### src/rtl/ppm_pkg.sv
// Shared definitions for the sppm link: FSM state codes, frame length helper,
// and the default link timing used by both the transmitter and the receiver bench.
// No logic; constants and a pure function only.
package ppm_pkg;

    // Transmitter FSM state codes
    localparam logic [1:0] ST_IDLE  = 2'd0;
    localparam logic [1:0] ST_SLOT  = 2'd1;
    localparam logic [1:0] ST_GUARD = 2'd2;

    // Default link timing (500 MHz domain)
    localparam int DEF_SLOT_BITS    = 2;
    localparam int DEF_SLOT_CYCLES  = 4;
    localparam int DEF_PULSE_CYCLES = 2;
    localparam int DEF_GUARD_SLOTS  = 1;
    localparam int DEF_CNT_W        = 16;

    // Frame length in clock cycles: (data slots + guard slots) * cycles per slot
    function automatic int frame_len(input int slot_bits, input int slot_cycles,
                                     input int guard_slots);
        return ((1 << slot_bits) + guard_slots) * slot_cycles;
    endfunction

    localparam int DEF_FRAME_LEN = frame_len(DEF_SLOT_BITS, DEF_SLOT_CYCLES, DEF_GUARD_SLOTS);

endpackage

### src/rtl/ppm_slot_timer.sv
// Cycle-within-slot and slot-within-frame counters for the PPM transmitter.
// Latency: counters load 0/0 on the edge after i_start; next-values exposed combinationally.
// No backpressure; advances every cycle while i_run is high.
module ppm_slot_timer #(
    parameter int SLOT_CYCLES = 4,
    parameter int NUM_SLOTS   = 5,
    parameter int CYC_W       = 2,
    parameter int SLOT_W      = 3
) (
    input  logic              clk,
    input  logic              rst,
    input  logic              i_start,
    input  logic              i_run,
    output logic [CYC_W-1:0]  o_cyc_nxt,
    output logic [SLOT_W-1:0] o_slot,
    output logic [SLOT_W-1:0] o_slot_nxt,
    output logic              o_last_slot_cyc,
    output logic              o_last_frame_cyc
);

    logic [CYC_W-1:0]  r_cyc;
    logic [SLOT_W-1:0] r_slot;
    logic              w_last_slot_cyc;
    logic              w_last_frame_cyc;

    assign w_last_slot_cyc  = (r_cyc == CYC_W'(SLOT_CYCLES - 1));
    assign w_last_frame_cyc = w_last_slot_cyc && (r_slot == SLOT_W'(NUM_SLOTS - 1));

    // Next counter values: a start (or reset) restarts the frame, otherwise step while running
    always_comb begin
        o_cyc_nxt  = r_cyc;
        o_slot_nxt = r_slot;
        if (rst || i_start) begin
            o_cyc_nxt  = '0;
            o_slot_nxt = '0;
        end else if (i_run) begin
            if (w_last_slot_cyc) begin
                o_cyc_nxt  = '0;
                o_slot_nxt = w_last_frame_cyc ? '0 : r_slot + SLOT_W'(1);
            end else begin
                o_cyc_nxt  = r_cyc + CYC_W'(1);
            end
        end
    end

    // Counter registers
    always_ff @(posedge clk) begin
        r_cyc  <= o_cyc_nxt;
        r_slot <= o_slot_nxt;
    end

    assign o_slot           = r_slot;
    assign o_last_slot_cyc  = w_last_slot_cyc;
    assign o_last_frame_cyc = w_last_frame_cyc;

endmodule

### src/rtl/ppm_tx.sv
// PPM transmitter: one pulse per frame in the slot selected by the symbol, then guard slots.
// Latency: frame starts (frame_start, first cycle of slot 0) the cycle after the accepting handshake.
// Backpressure: sym_ready only in IDLE or the final cycle of a frame; otherwise symbols wait.
module ppm_tx
    import ppm_pkg::*;
#(
    parameter int SLOT_BITS    = DEF_SLOT_BITS,
    parameter int SLOT_CYCLES  = DEF_SLOT_CYCLES,
    parameter int PULSE_CYCLES = DEF_PULSE_CYCLES,
    parameter int GUARD_SLOTS  = DEF_GUARD_SLOTS,
    parameter int CNT_W        = DEF_CNT_W
) (
    input  logic                 clk,
    input  logic                 rst,
    input  logic [SLOT_BITS-1:0] sym_data,
    input  logic                 sym_valid,
    output logic                 sym_ready,
    output logic                 sppm,
    output logic                 frame_start,
    output logic                 busy,
    output logic [CNT_W-1:0]     frame_cnt
);

    localparam int M         = 1 << SLOT_BITS;
    localparam int NUM_SLOTS = M + GUARD_SLOTS;
    localparam int CYC_W     = (SLOT_CYCLES > 1) ? $clog2(SLOT_CYCLES) : 1;
    localparam int SLOT_W    = (NUM_SLOTS > 1) ? $clog2(NUM_SLOTS) : 1;
    // One extra bit so PULSE_CYCLES == SLOT_CYCLES (a power of two) stays representable
    localparam logic [CYC_W:0] PULSE_LIM = (CYC_W + 1)'(PULSE_CYCLES);

    if (SLOT_BITS < 1) begin : g_chk_slot_bits
        $error("ppm_tx: SLOT_BITS must be at least 1");
    end
    if (SLOT_CYCLES < 1) begin : g_chk_slot_cycles
        $error("ppm_tx: SLOT_CYCLES must be at least 1");
    end
    if (PULSE_CYCLES < 1 || PULSE_CYCLES > SLOT_CYCLES) begin : g_chk_pulse
        $error("ppm_tx: PULSE_CYCLES must lie in 1..SLOT_CYCLES");
    end
    if (GUARD_SLOTS < 0) begin : g_chk_guard
        $error("ppm_tx: GUARD_SLOTS must be non-negative");
    end

    logic [1:0]           r_state;
    logic [SLOT_BITS-1:0] r_sym_q;
    logic                 r_sppm;
    logic                 r_frame_start;
    logic [CNT_W-1:0]     r_frame_cnt;

    logic [1:0]           w_state_nxt;
    logic [SLOT_BITS-1:0] w_sym_nxt;
    logic [CYC_W-1:0]     w_cyc_nxt;
    logic [SLOT_W-1:0]    w_slot;
    logic [SLOT_W-1:0]    w_slot_nxt;
    logic                 w_last_slot;
    logic                 w_last_frame;
    logic                 w_rdy;
    logic                 w_xfer;
    logic                 w_pulse_nxt;

    ppm_slot_timer #(
        .SLOT_CYCLES (SLOT_CYCLES),
        .NUM_SLOTS   (NUM_SLOTS),
        .CYC_W       (CYC_W),
        .SLOT_W      (SLOT_W)
    ) u_timer (
        .clk              (clk),
        .rst              (rst),
        .i_start          (w_xfer),
        .i_run            (r_state != ST_IDLE),
        .o_cyc_nxt        (w_cyc_nxt),
        .o_slot           (w_slot),
        .o_slot_nxt       (w_slot_nxt),
        .o_last_slot_cyc  (w_last_slot),
        .o_last_frame_cyc (w_last_frame)
    );

    // Ready is a pure function of state and reset, never of sym_valid
    assign w_rdy     = ~rst & ((r_state == ST_IDLE) | w_last_frame);
    assign w_xfer    = sym_valid & w_rdy;
    assign w_sym_nxt = w_xfer ? sym_data : r_sym_q;

    // Next FSM state; the frame-end check comes first so GUARD_SLOTS=0 bypasses GUARD
    always_comb begin
        w_state_nxt = r_state;
        if (rst) begin
            w_state_nxt = ST_IDLE;
        end else begin
            case (r_state)
                ST_IDLE: begin
                    if (w_xfer) w_state_nxt = ST_SLOT;
                end
                ST_SLOT, ST_GUARD: begin
                    if (w_last_frame)
                        w_state_nxt = w_xfer ? ST_SLOT : ST_IDLE;
                    else if (r_state == ST_SLOT && w_last_slot && w_slot == SLOT_W'(M - 1))
                        w_state_nxt = ST_GUARD;
                end
                default: w_state_nxt = ST_IDLE;
            endcase
        end
    end

    // Pulse decision made on next-cycle values so sppm comes straight from a flop
    assign w_pulse_nxt = (w_state_nxt == ST_SLOT) &&
                         (w_slot_nxt == SLOT_W'(w_sym_nxt)) &&
                         ({1'b0, w_cyc_nxt} < PULSE_LIM);

    // State, held symbol, registered outputs and frame counter
    always_ff @(posedge clk) begin
        if (rst) begin
            r_state       <= ST_IDLE;
            r_sym_q       <= '0;
            r_sppm        <= 1'b0;
            r_frame_start <= 1'b0;
            r_frame_cnt   <= '0;
        end else begin
            r_state       <= w_state_nxt;
            r_sym_q       <= w_sym_nxt;
            r_sppm        <= w_pulse_nxt;
            r_frame_start <= w_xfer;
            if (w_xfer) r_frame_cnt <= r_frame_cnt + CNT_W'(1);
        end
    end

    assign sym_ready   = w_rdy;
    assign sppm        = r_sppm;
    assign frame_start = r_frame_start;
    assign busy        = (r_state != ST_IDLE);
    assign frame_cnt   = r_frame_cnt;

endmodule

### config.mk
export PLATFORM = sky130hd
export DESIGN_NAME = ppm_tx
export DESIGN_NICKNAME = d
export VERILOG_FILES = /design/src/rtl/ppm_pkg.sv /design/src/rtl/ppm_slot_timer.sv /design/src/rtl/ppm_tx.sv
export SDC_FILE = /design/constraint.sdc
export NUM_CORES = 1
export LEC_CHECK = 0
export ABC_AREA = 1
export CORE_MARGIN = 2
export CORE_UTILIZATION = 53
export DETAILED_ROUTE_END_ITERATION = 7
export GPL_ROUTABILITY_DRIVEN = 0
export PLACE_DENSITY = 0.82
export SLEW_MARGIN = 5
export SYNTH_ARGS = -nofsm -noshare
export SYNTH_HDL_FRONTEND = slang
export SYNTH_HIERARCHICAL = 1
export SYNTH_SLANG_ARGS = --single-unit
### constraint.sdc
create_clock -name clk -period 2.1 [get_ports clk]
set_input_delay 0.42 -clock clk [delete_from_list [all_inputs] [get_ports clk]]
set_output_delay 0.42 -clock clk [all_outputs]
set_load 0.02 [all_outputs]
==> flow_summary.json <==
{
  "cp.required_ns": 1.68,
  "syn_inst": 234,
  "drt_wl_total_mm": 3.21,
  "status": "complete, no violations",
  "leakage_nw": 0.824,
  "grt_first_pass_wirelength_mm": 5.45,
  "cts_setup_buffers": 0,
  "drcViolationCount": 0,
  "std_cell_rows": 19,
  "grt_pass1_vias": 1326,
  "setup_viol": 0,
  "antenna_left": 0,
  "worstPathMaxFanout": 8,
  "period_share_pct": 93.1,
  "antenna_found_initial": 0,
  "final_cells": 297,
  "yosysWarnings": 6,
  "cts.sinks": 27,
  "vias": 1466,
  "nFillCells": 254,
  "syn-num-nets": 246,
  "switching_power_mw": 0.223,
  "dieWidth_um": 58.3,
  "ir_worst_vdd_mv": 0.397,
  "core_um2": 2780,
  "finClkSkew_ns": 0.00399,
  "ys_types": 29,
  "cts-buffers-inserted": 3,
  "start_kind": "flop",
  "final_util_pct": 68.5,
  "die-area_um2": 3400,
  "syn_area_um2": 1560,
  "setup.worst_path.start": "r_state[1]",
  "synth_area_leaders": "dfxtp_1 35%, nand2_1 14%, inv_1 8.9%",
  "grt_max_degree": 17,
  "layout_min_cycle_time_ns": 1.95,
  "yosys-top-cells-count": "60 x nand2_1, 37 x inv_1, 28 x nor2_1",
  "yosysTopAreaCell": "dfxtp_1",
  "final_max_slew_viol_count": 0,
  "ys_seq_area_share_pct": 34.6,
  "multiInputGateArea_um2": 852,
  "clkPwrFrac_pct": 24.6,
  "p_sw_share_pct": 25.6,
  "synth-edff-count": 0,
  "viasPerCell": 4.94,
  "critPathCaptureType": "output port",
  "grt_overflow": 0,
  "layout-drive-gt1-share_pct": 10.9,
  "cts_max_path_buffers": 2,
  "port_buffers": 24,
  "h-tree-depth": 1,
  "wire_per_inst_um": 10.8,
  "fp.dieH_um": 58.3,
  "path_class": "flop to output port",
  "grtUsageTotal_pct": 20.5,
  "clock_latency_ns": 0.31,
  "power-per-cell-area_nw_per_um2": 458,
  "syn_to_final_growth_pct": 21.8,
  "cts_hold_buf": 0,
  "tightestPinTransition_ns": 0.303,
  "synth_flop_cell": "dfxtp_1",
  "insertedDiodeCount": 0,
  "syn_avg_cell_area_um2": 6.68,
  "r2r_start": "u_timer/o_slot[0]",
  "drtIter0Drc": 32,
  "final-seq-area_um2": 543,
  "power_frac_comb_pct": 14.4,
  "clk_pin_slew_ns": 0.13,
  "max-slew-margin-rel_pct": 79.8,
  "synth_top_area_share_pct": 34.6,
  "firstDrtPassIters": 4,
  "hp-start": "r_sym_q[0]",
  "initial_core_util_pct": 56.2,
  "power_frac_seq_pct": 61.0,
  "fmax_ghz": 0.512,
  "p_int_mw": 0.649,
  "nets": 279,
  "cts_root_buffer": "clkbuf_4",
  "hp-class": "flop to flop",
  "synth_seq_cells": 27,
  "grt_setup_unrepaired": "false",
  "dp_hpwl_mm": 2.50,
  "dp_cells": 293,
  "yosysMostFrequentCell": "nand2_1",
  "ios": 25,
  "rrSetupSlack_ns": 0.22,
  "cts_tree": "done",
  "maxCapViolations": 0,
  "timing.setup.tns_ns": 0,
  "synthArstFlopShare_pct": 0,
  "arrival_ns": 1.53,
  "hold_viol_final": 0
}
[power groups by stage]
stage	Sequential, mW	Combinational (mW)	Clock [mW]
2_1_floorplan	0.548	0.0724	0
3_3_place_gp	0.543	0.127	0
3_5_place_dp	0.543	0.128	0
4_1_cts	0.532	0.126	0.223
5_1_grt	0.534	0.141	0.243
6_report	0.532	0.125	0.215
[final cells by class]
class	instances	area share (%)
Timing Repair Buffer	31	15.0
Tap cell	31	2.04
Multi-Input combinational cell	163	44.7
Clock buffer	4	1.38
Sequential cell	27	28.5
Inverter	41	8.34
[worst max-delay path, cell delays in order (launching register included)]
cell and delay, ns:
dfxtp_1 0.40, inv_1 0.08, ha_1 0.22, inv_2 0.17, dlygate4sd2_1 0.35
[state kept, by name (all words and copies together) (netlist names)]
name,cells
frame_cnt,16
sppm,1
frame_start,1
r_sym_q,2
u_timer/r_cyc,2
u_timer/o_slot,3
r_state,2
[metrics by stage]
step / setup slack (ns) / power (mW) / cell area, um2 / hold slack, ns
floorplan: 0.295 / 0.621 / 1560 / 0.467
global placement: 0.0207 / 0.670 / 1880 / 0.486
detailed placement: 0.0234 / 0.671 / 1880 / 0.494
CTS: 0.0353 / 0.881 / 1900 / 0.512
global route: 0.0228 / 0.918 / 1910 / 0.547
finish: 0.145 / 0.872 / 1910 / 0.507
[placed cells by master (no fill, tap or decap)]
cell / instances
nand2_1: 60
inv_1: 37
nor2_1: 28
dfxtp_1: 25
clkdlybuf4s50_1: 22
nand3_1: 17
a21oi_1: 13
ha_1: 7
buf_4: 7
nand4_1: 5
o21ai_0: 4
inv_2: 3
nand2_4: 3
nor2_4: 3
nor3_1: 3
nor3b_1: 3
o21ai_1: 3
clkbuf_4: 3
nand2_2: 2
or2_1: 2
nand3b_1: 2
dfxtp_2: 2
nand3_4: 1
inv_6: 1
nor2_2: 1
o21bai_1: 1
and2_1: 1
a211oi_1: 1
clkbuf_1: 1
clkbuf_2: 1
dlygate4sd2_1: 1
xnor2_1: 1
a21oi_2: 1
nor3_2: 1
[logic make-up after synthesis]
logic type | after synthesis | share of synthesized area, %
simple gates | 132 | 40.4
buf+inv | 44 | 11.2
flops | 27 | 34.6
compound gates | 23 | 7.68
fa+ha+maj | 7 | 5.60
xor+xnor | 1 | 0.560
[metal layers]
layer	track usage, %	vias up	wire length [um]
met4	6.31	0	42
met3	4.18	7	126
li1	-	793	-
met5	0	-	0
met2	36.1	26	1460
met1	25.1	640	1580
[what timing repair did]
item / in CTS / in global routing
setup endpoints to repair: 2 / 2
pin swaps: 0 / 1
resized for setup: 2 / 6
[final timing paths]
check	to	cells past startpoint
max	busy	4
min	r_sym_q[0]	2
min reg2reg	r_sym_q[0]	2
max reg2reg	sppm	16
Note: power is estimated with default switching activity, not from simulation.
